## src/rtl/cam_capture_rgb444.sv

```systemverilog
// rtl/cam_capture_rgb444.sv - OV7670-style byte stream capture into RGB444 frame buffer writes
// Camera pins are oversampled in the clk domain; pclk rising edges are recovered from a 3-flop history.
module cam_capture_rgb444 #(
  parameter int IMG_W = 160,
  parameter int IMG_H = 120,
  parameter int AW    = 15
) (
  input  logic          clk,
  input  logic          rst,
  input  logic          capture_en,
  input  logic          CAM_pclk,
  input  logic          CAM_vsync,
  input  logic          CAM_href,
  input  logic [7:0]    CAM_px_data,
  output logic [AW-1:0] mem_px_addr,
  output logic [11:0]   mem_px_data,
  output logic          px_wr,
  output logic          frame_done,
  output logic          line_err,
  output logic          busy
);

  localparam int XW = $clog2(IMG_W + 1);
  localparam int YW = $clog2(IMG_H + 1) + 1;
  localparam logic [XW-1:0] X_MAX     = XW'(IMG_W);
  localparam logic [YW-1:0] Y_MAX     = YW'(IMG_H);
  localparam logic [AW-1:0] LAST_ADDR = AW'(IMG_W * IMG_H - 1);

  typedef enum logic [1:0] {
    S_IDLE       = 2'd0,
    S_WAIT_FRAME = 2'd1,
    S_FRAME      = 2'd2
  } state_t;

  state_t        r_state;
  logic          r_pclk_s1, r_pclk_s2, r_pclk_s3;
  logic          r_vsync_s1, r_vsync_s2;
  logic          r_href_s1, r_href_s2;
  logic [7:0]    r_data_s1, r_data_s2;
  logic          r_vsync_prev, r_href_prev;
  logic          r_phase;
  logic [3:0]    r_red;
  logic [XW-1:0] r_x_cnt;
  logic [YW-1:0] r_y_cnt;
  logic [AW-1:0] r_addr;
  logic          r_full;

  logic          w_pe;
  logic          w_vs_fall;
  logic          w_vs_rise;
  logic          w_line_end;
  logic          w_line_bad;
  logic          w_byte;
  logic [YW-1:0] w_y_next;
  logic [YW-1:0] w_y_final;

  assign w_pe       = r_pclk_s2 & ~r_pclk_s3;
  assign w_vs_fall  = w_pe & r_vsync_prev & ~r_vsync_s2;
  assign w_vs_rise  = w_pe & ~r_vsync_prev & r_vsync_s2;
  assign w_line_end = w_pe & ~r_href_s2 & r_href_prev;
  assign w_line_bad = r_phase | (r_x_cnt != X_MAX);
  // Bytes seen while vsync is high belong to blanking and are never paired.
  assign w_byte     = w_pe & r_href_s2 & ~r_vsync_s2;
  // Line counter saturates so a runaway frame can never alias back to IMG_H.
  assign w_y_next   = (&r_y_cnt) ? r_y_cnt : r_y_cnt + 1'b1;
  assign w_y_final  = w_line_end ? w_y_next : r_y_cnt;

  assign busy = (r_state == S_FRAME);

  always_ff @(posedge clk or negedge rst) begin
    if (!rst) begin
      r_state      <= S_IDLE;
      r_pclk_s1    <= 1'b0;
      r_pclk_s2    <= 1'b0;
      r_pclk_s3    <= 1'b0;
      r_vsync_s1   <= 1'b0;
      r_vsync_s2   <= 1'b0;
      r_href_s1    <= 1'b0;
      r_href_s2    <= 1'b0;
      r_data_s1    <= '0;
      r_data_s2    <= '0;
      r_vsync_prev <= 1'b0;
      r_href_prev  <= 1'b0;
      r_phase      <= 1'b0;
      r_red        <= '0;
      r_x_cnt      <= '0;
      r_y_cnt      <= '0;
      r_addr       <= '0;
      r_full       <= 1'b0;
      mem_px_addr  <= '0;
      mem_px_data  <= '0;
      px_wr        <= 1'b0;
      frame_done   <= 1'b0;
      line_err     <= 1'b0;
    end else begin
      r_pclk_s1  <= CAM_pclk;
      r_pclk_s2  <= r_pclk_s1;
      r_pclk_s3  <= r_pclk_s2;
      r_vsync_s1 <= CAM_vsync;
      r_vsync_s2 <= r_vsync_s1;
      r_href_s1  <= CAM_href;
      r_href_s2  <= r_href_s1;
      r_data_s1  <= CAM_px_data;
      r_data_s2  <= r_data_s1;

      px_wr      <= 1'b0;
      frame_done <= 1'b0;

      if (w_pe) begin
        r_vsync_prev <= r_vsync_s2;
        r_href_prev  <= r_href_s2;
      end

      case (r_state)
        S_IDLE: begin
          if (capture_en) r_state <= S_WAIT_FRAME;
        end

        S_WAIT_FRAME: begin
          if (!capture_en) begin
            r_state <= S_IDLE;
          end else if (w_vs_fall) begin
            r_state  <= S_FRAME;
            r_addr   <= '0;
            r_full   <= 1'b0;
            r_x_cnt  <= '0;
            r_y_cnt  <= '0;
            r_phase  <= 1'b0;
            line_err <= 1'b0;
          end
        end

        S_FRAME: begin
          if (w_line_end) begin
            if (w_line_bad) line_err <= 1'b1;
            r_x_cnt <= '0;
            r_phase <= 1'b0;
            r_y_cnt <= w_y_next;
          end

          if (w_byte) begin
            if (!r_phase) begin
              r_red   <= r_data_s2[3:0];
              r_phase <= 1'b1;
            end else begin
              r_phase <= 1'b0;
              if (r_full || (r_x_cnt == X_MAX)) begin
                line_err <= 1'b1;
              end else begin
                px_wr       <= 1'b1;
                mem_px_addr <= r_addr;
                mem_px_data <= {r_red, r_data_s2};
                r_x_cnt     <= r_x_cnt + 1'b1;
                // Park on the last address instead of wrapping; r_full blocks further writes.
                if (r_addr == LAST_ADDR) r_full <= 1'b1;
                else                     r_addr <= r_addr + 1'b1;
              end
            end
          end

          if (w_vs_rise) begin
            frame_done <= 1'b1;
            if (w_y_final != Y_MAX) line_err <= 1'b1;
            r_state <= capture_en ? S_WAIT_FRAME : S_IDLE;
          end
        end

        default: r_state <= S_IDLE;
      endcase
    end
  end

endmodule

```

## config.mk

```make
export PLATFORM = sky130hd
export DESIGN_NAME = cam_capture_rgb444
export DESIGN_NICKNAME = d
export VERILOG_FILES = /design/src/rtl/cam_capture_rgb444.sv
export SDC_FILE = /design/constraint.sdc
export NUM_CORES = 1
export LEC_CHECK = 0
export CAP_MARGIN = 20
export CORE_MARGIN = 2
export CORE_UTILIZATION = 55
export DETAILED_ROUTE_END_ITERATION = 12
export GPL_TIMING_DRIVEN = 0
export HOLD_SLACK_MARGIN = 0.05
export PLACE_DENSITY = 0.78
export SYNTH_ARGS = -nofsm -noshare
export SYNTH_HDL_FRONTEND = slang
export SYNTH_SLANG_ARGS = --single-unit
```

## constraint.sdc

```tcl
create_clock -name clk -period 4.5 [get_ports clk]
set_input_delay 0.45 -clock clk [delete_from_list [all_inputs] [get_ports clk]]
set_output_delay 0.45 -clock clk [all_outputs]
set_load 0.1 [all_outputs]
```

==> flow_metrics.py, run 1 <==
metrics = {
    "setup_path": {
        "slowest_delay_ns": 1.16,
        "crit_buf_inv": 3,
        "worstPathMaxFanout": 10,
        "end_kind": "output port",
        "cp.required_ns": 4.05,
        "rrSetupSlack_ns": 2.26,
        "crit_type": "flop to output port",
        "cp.arrival_ns": 2.56,
        "slowest_stage": "clkdlybuf4s50_1",
        "path_depth": 4,
        "crit_chain": "nand2b_1 > clkbuf_1 > inv_2 > clkdlybuf4s50_1",
        "reg2regPathDepth": 9,
        "startpoint_type": "flop",
        "crit_family": "buffers and inverters",
    },
    "synthesis": {
        "synthAdderAreaFrac_pct": 1.217,
        "yosys_warnings": 0,
        "syn_inst": 397,
        "syn-num-nets": 415,
        "avgSynthCellArea_um2": 10.36,
        "ys.flop_type": "dfrtp_1",
        "synthMuxAreaShare_pct": 2.374,
        "yosys.area.top_type": "dfrtp_1",
        "synth_top_area_share_pct": 57.21,
        "synth_area_um2": 4111,
        "synth_xor_xnor_area_share_pct": 0.2130,
        "synth_top_family_by_area": "simple AND/OR/NAND/NOR gates",
        "async_reset_ff_share_pct": 100.0,
        "synth-simple-area-share_pct": 22.85,
        "synth_compound_area_share_pct": 13.54,
        "ys_types": 57,
        "synth_seq_area_share_pct": 57.21,
        "synthTopCellsByArea": "dfrtp_1 57%, nand2_1 9.9%, a21oi_1 2.6%",
        "ys_ff_latch": 94,
        "synth_edf_count": 0,
    },
    "drt": {
        "drc": 0,
        "via_per_inst": 5.742,
        "dr.pass1.iters": 4,
        "num_vias": 3204,
        "drtAntennaViolNets": 0,
        "wire_per_inst_um": 14.82,
        "drtIter0Drc": 163,
        "routed_wl_um": 8267,
    },
    "global_route": {
        "gr-usage-met3_pct": 4.925,
        "met2_usage_pct": 35.01,
        "grt_max_degree": 68,
        "grt_pass1_vias": 3096,
        "use_met1_pct": 29.44,
        "antenna_found_initial": 0,
        "track_usage_pct": 21.85,
        "grt_pass1_wl_um": 14520,
        "grt.busiest_layer": "met2",
        "grt_overflow": 0,
    },
    "timing": {
        "rsz0062_at_grt": "no",
        "finalClockSkew_ns": 0.01026,
        "tightest_slew_ns": 0.9771,
        "slew_viol_final": 0,
        "setup_viol_count_final": 0,
        "worst_slew_margin_rel_pct": 34.66,
        "setup_slack_ns": 1.486,
        "holdWs_ns": 0.3510,
        "max_freq_ghz": 0.3317,
        "hold_violations": 0,
        "min_period_over_period_pct": 66.99,
        "fin_crit_ns": 3.014,
    },
    "run_status": {
        "status": "completed",
    },
    "clock_network": {
        "cts_setup_buffers": 0,
        "clk_pin_slew_worst_paths_ns": 0.10,
        "cts_tree": "built",
        "cts-hold-fix-buffers": 1,
        "cts_resized": 0,
        "clkLatencyLatePin_ns": 0.37,
        "cts_buffers": 9,
        "clock_sinks": 94,
        "root_buffer": "clkbuf_8",
        "clk_path_buf_depth": 2,
        "htreeDepth": 3,
    },
    "cells_and_area": {
        "layout.nets": 472,
        "area_growth_pct": 19.14,
        "diodes": 0,
        "fillers": 571,
        "stdcell_count": 558,
        "layout-drive-gt1-share_pct": 8.932,
    },
    "die": {
        "die-area_um2": 8183,
        "die_w_um": 90.46,
        "die_y_um": 90.46,
        "num_rows": 31,
        "start_util_pct": 56.68,
        "coreArea_um2": 7253,
        "io_pins": 45,
    },
    "placed_design": {
        "place_inst": 541,
        "dp.final_hpwl_um": 5734,
        "io_buffers": 44,
        "pre_cts_slack_ns": 1.880,
        "gp_congestion": 0.8330,
    },
    "job": {
        "drv_cap": 0,
    },
    "hold_path": {
        "min_path_cells": 0,
        "hold_class": "flop to flop",
    },
    "pwr": {
        "power_w": 0.001726,
        "power_density_nw_per_um2": 352.4,
        "p_leak_nw": 2.185,
        "peakVddDrop_mv": 0.2406,
    },
}
sequential cells by signal, indices dropped and copies added, names as in the netlist, 2 cells and up:
name         cells
mem_px_data     12
r_state          2
r_y_cnt          8
mem_px_addr     15
r_red            4
r_data_s2        8
r_x_cnt          8
r_addr          15
r_data_s1        8
cells in the mapped netlist, types with 3 or more instances:
| cell type | count |
|---|---|
| nand2_1 | 108 |
| dfrtp_1 | 94 |
| a21oi_1 | 21 |
| o21ai_0 | 21 |
| o31ai_1 | 11 |
| nor2_1 | 10 |
| or4_1 | 9 |
| inv_1 | 8 |
| nor3_1 | 8 |
| nand3_1 | 7 |
| nand4_1 | 7 |
| and3_1 | 6 |
| clkbuf_1 | 6 |
| mux2_2 | 6 |
| or3_1 | 6 |
| and4_1 | 4 |
| buf_2 | 4 |
| ha_1 | 4 |
| nand2b_1 | 4 |
| mux2i_1 | 3 |
| nand4bb_1 | 3 |
| nor4bb_1 | 3 |
path summary, 6_finish.rpt:
check,from,endpoint
setup / recovery,r_state[0],busy
hold / removal,r_data_s1[2],r_data_s2[2]
setup reg to reg,r_x_cnt[0],r_addr[2]
hold reg to reg,r_data_s1[2],r_data_s2[2]
max in group asynchronous,rst,r_data_s1[0]
min in group asynchronous,rst,frame_done
layout make-up:
class                   instances  area (µm²)  area share [%]
flip-flops and latches         94        2352           48.02
multi-input cells             280        1653           33.74
repair buffers                 46       475.5           9.706
clock buffers                   9       123.9           2.529
well taps                      99       123.9           2.529
plain buffers                  14       72.57           1.481
clock inverters                 7       63.81           1.303
inverters                       9       33.78          0.6897
through the flow:
step                setup TNS (ns)  cell area [µm²]  util, %
finish                           0             4898    67.53
floorplan                        0             4111        -
CTS                              0             4898    67.53
global placement            -35.45             4676    64.46
detailed placement               0             4701    64.81
global route                     0             4898    67.53
metal layers:
metal	wire length, µm	up-vias
li1	-	1545
met3	356	13
met5	0	-
met4	136	0
met1	3750	1564
met2	4023	82
report_power, final:
| part | internal (W) | total (W) | switching [W] |
|---|---|---|---|
| clock | 0.000214 | 0.000539 | 0.000325 |
| combinational | 0.0000823 | 0.000219 | 0.000137 |
| sequential | 0.000903 | 0.000968 | 0.0000650 |
| total | 0.00120 | 0.00173 | 0.000527 |
cells by family (layout without fill, tap and decap cells):
family / after synthesis / count (layout)
compound gates: 81 / 81
xor+xnor: 1 / 1
fa+ha+maj: 4 / 4
buf+inv: 23 / 85
flops: 94 / 94
mux: 9 / 9
simple gates: 185 / 185
placed cells by master (no fill, tap or decap), types with 2 or more instances in the layout:
cell type / n
and4_1: 4
clkdlybuf4s50_1: 43
and3_1: 6
o21ai_1: 2
o211ai_1: 2
o31ai_1: 11
ha_1: 4
clkbuf_8: 9
nor3_1: 8
a32o_1: 2
or3_1: 6
nand3_1: 7
buf_2: 4
nand4bb_1: 3
mux2i_1: 3
buf_1: 2
o22ai_1: 2
nand4_1: 7
nand2b_1: 4
nand2_1: 108
a21oi_1: 21
o21ai_0: 21
dfrtp_1: 94
nor4bb_1: 3
inv_1: 8
a41oi_1: 2
mux2_2: 6
nor2_1: 10
or4_1: 9
clkbuf_1: 6
a31oi_1: 2
buf_6: 2
o21bai_1: 2
inv_8: 3
(Power assumes the default switching activity.)
==> run 2, diff against run 1 <==
==> constraint.sdc (replaced) <==
create_clock -name clk -period 3.13 [get_ports clk]
set_input_delay 0.313 -clock clk [delete_from_list [all_inputs] [get_ports clk]]
set_output_delay 0.313 -clock clk [all_outputs]
set_load 0.1 [all_outputs]
==> results of run 2 <==
Same layout as run 1 (identical final DEF). Status: completed.
Main changes from that run: setup slack after placement 1.880 ns -> 0.6473 ns; setup slack after layout 1.486 ns -> 0.2525 ns; register-to-register setup slack 2.26 ns -> 0.89 ns; total power 0.001726 W -> 0.002482 W; worst IR drop on VDD 0.2406 mV -> 0.3459 mV
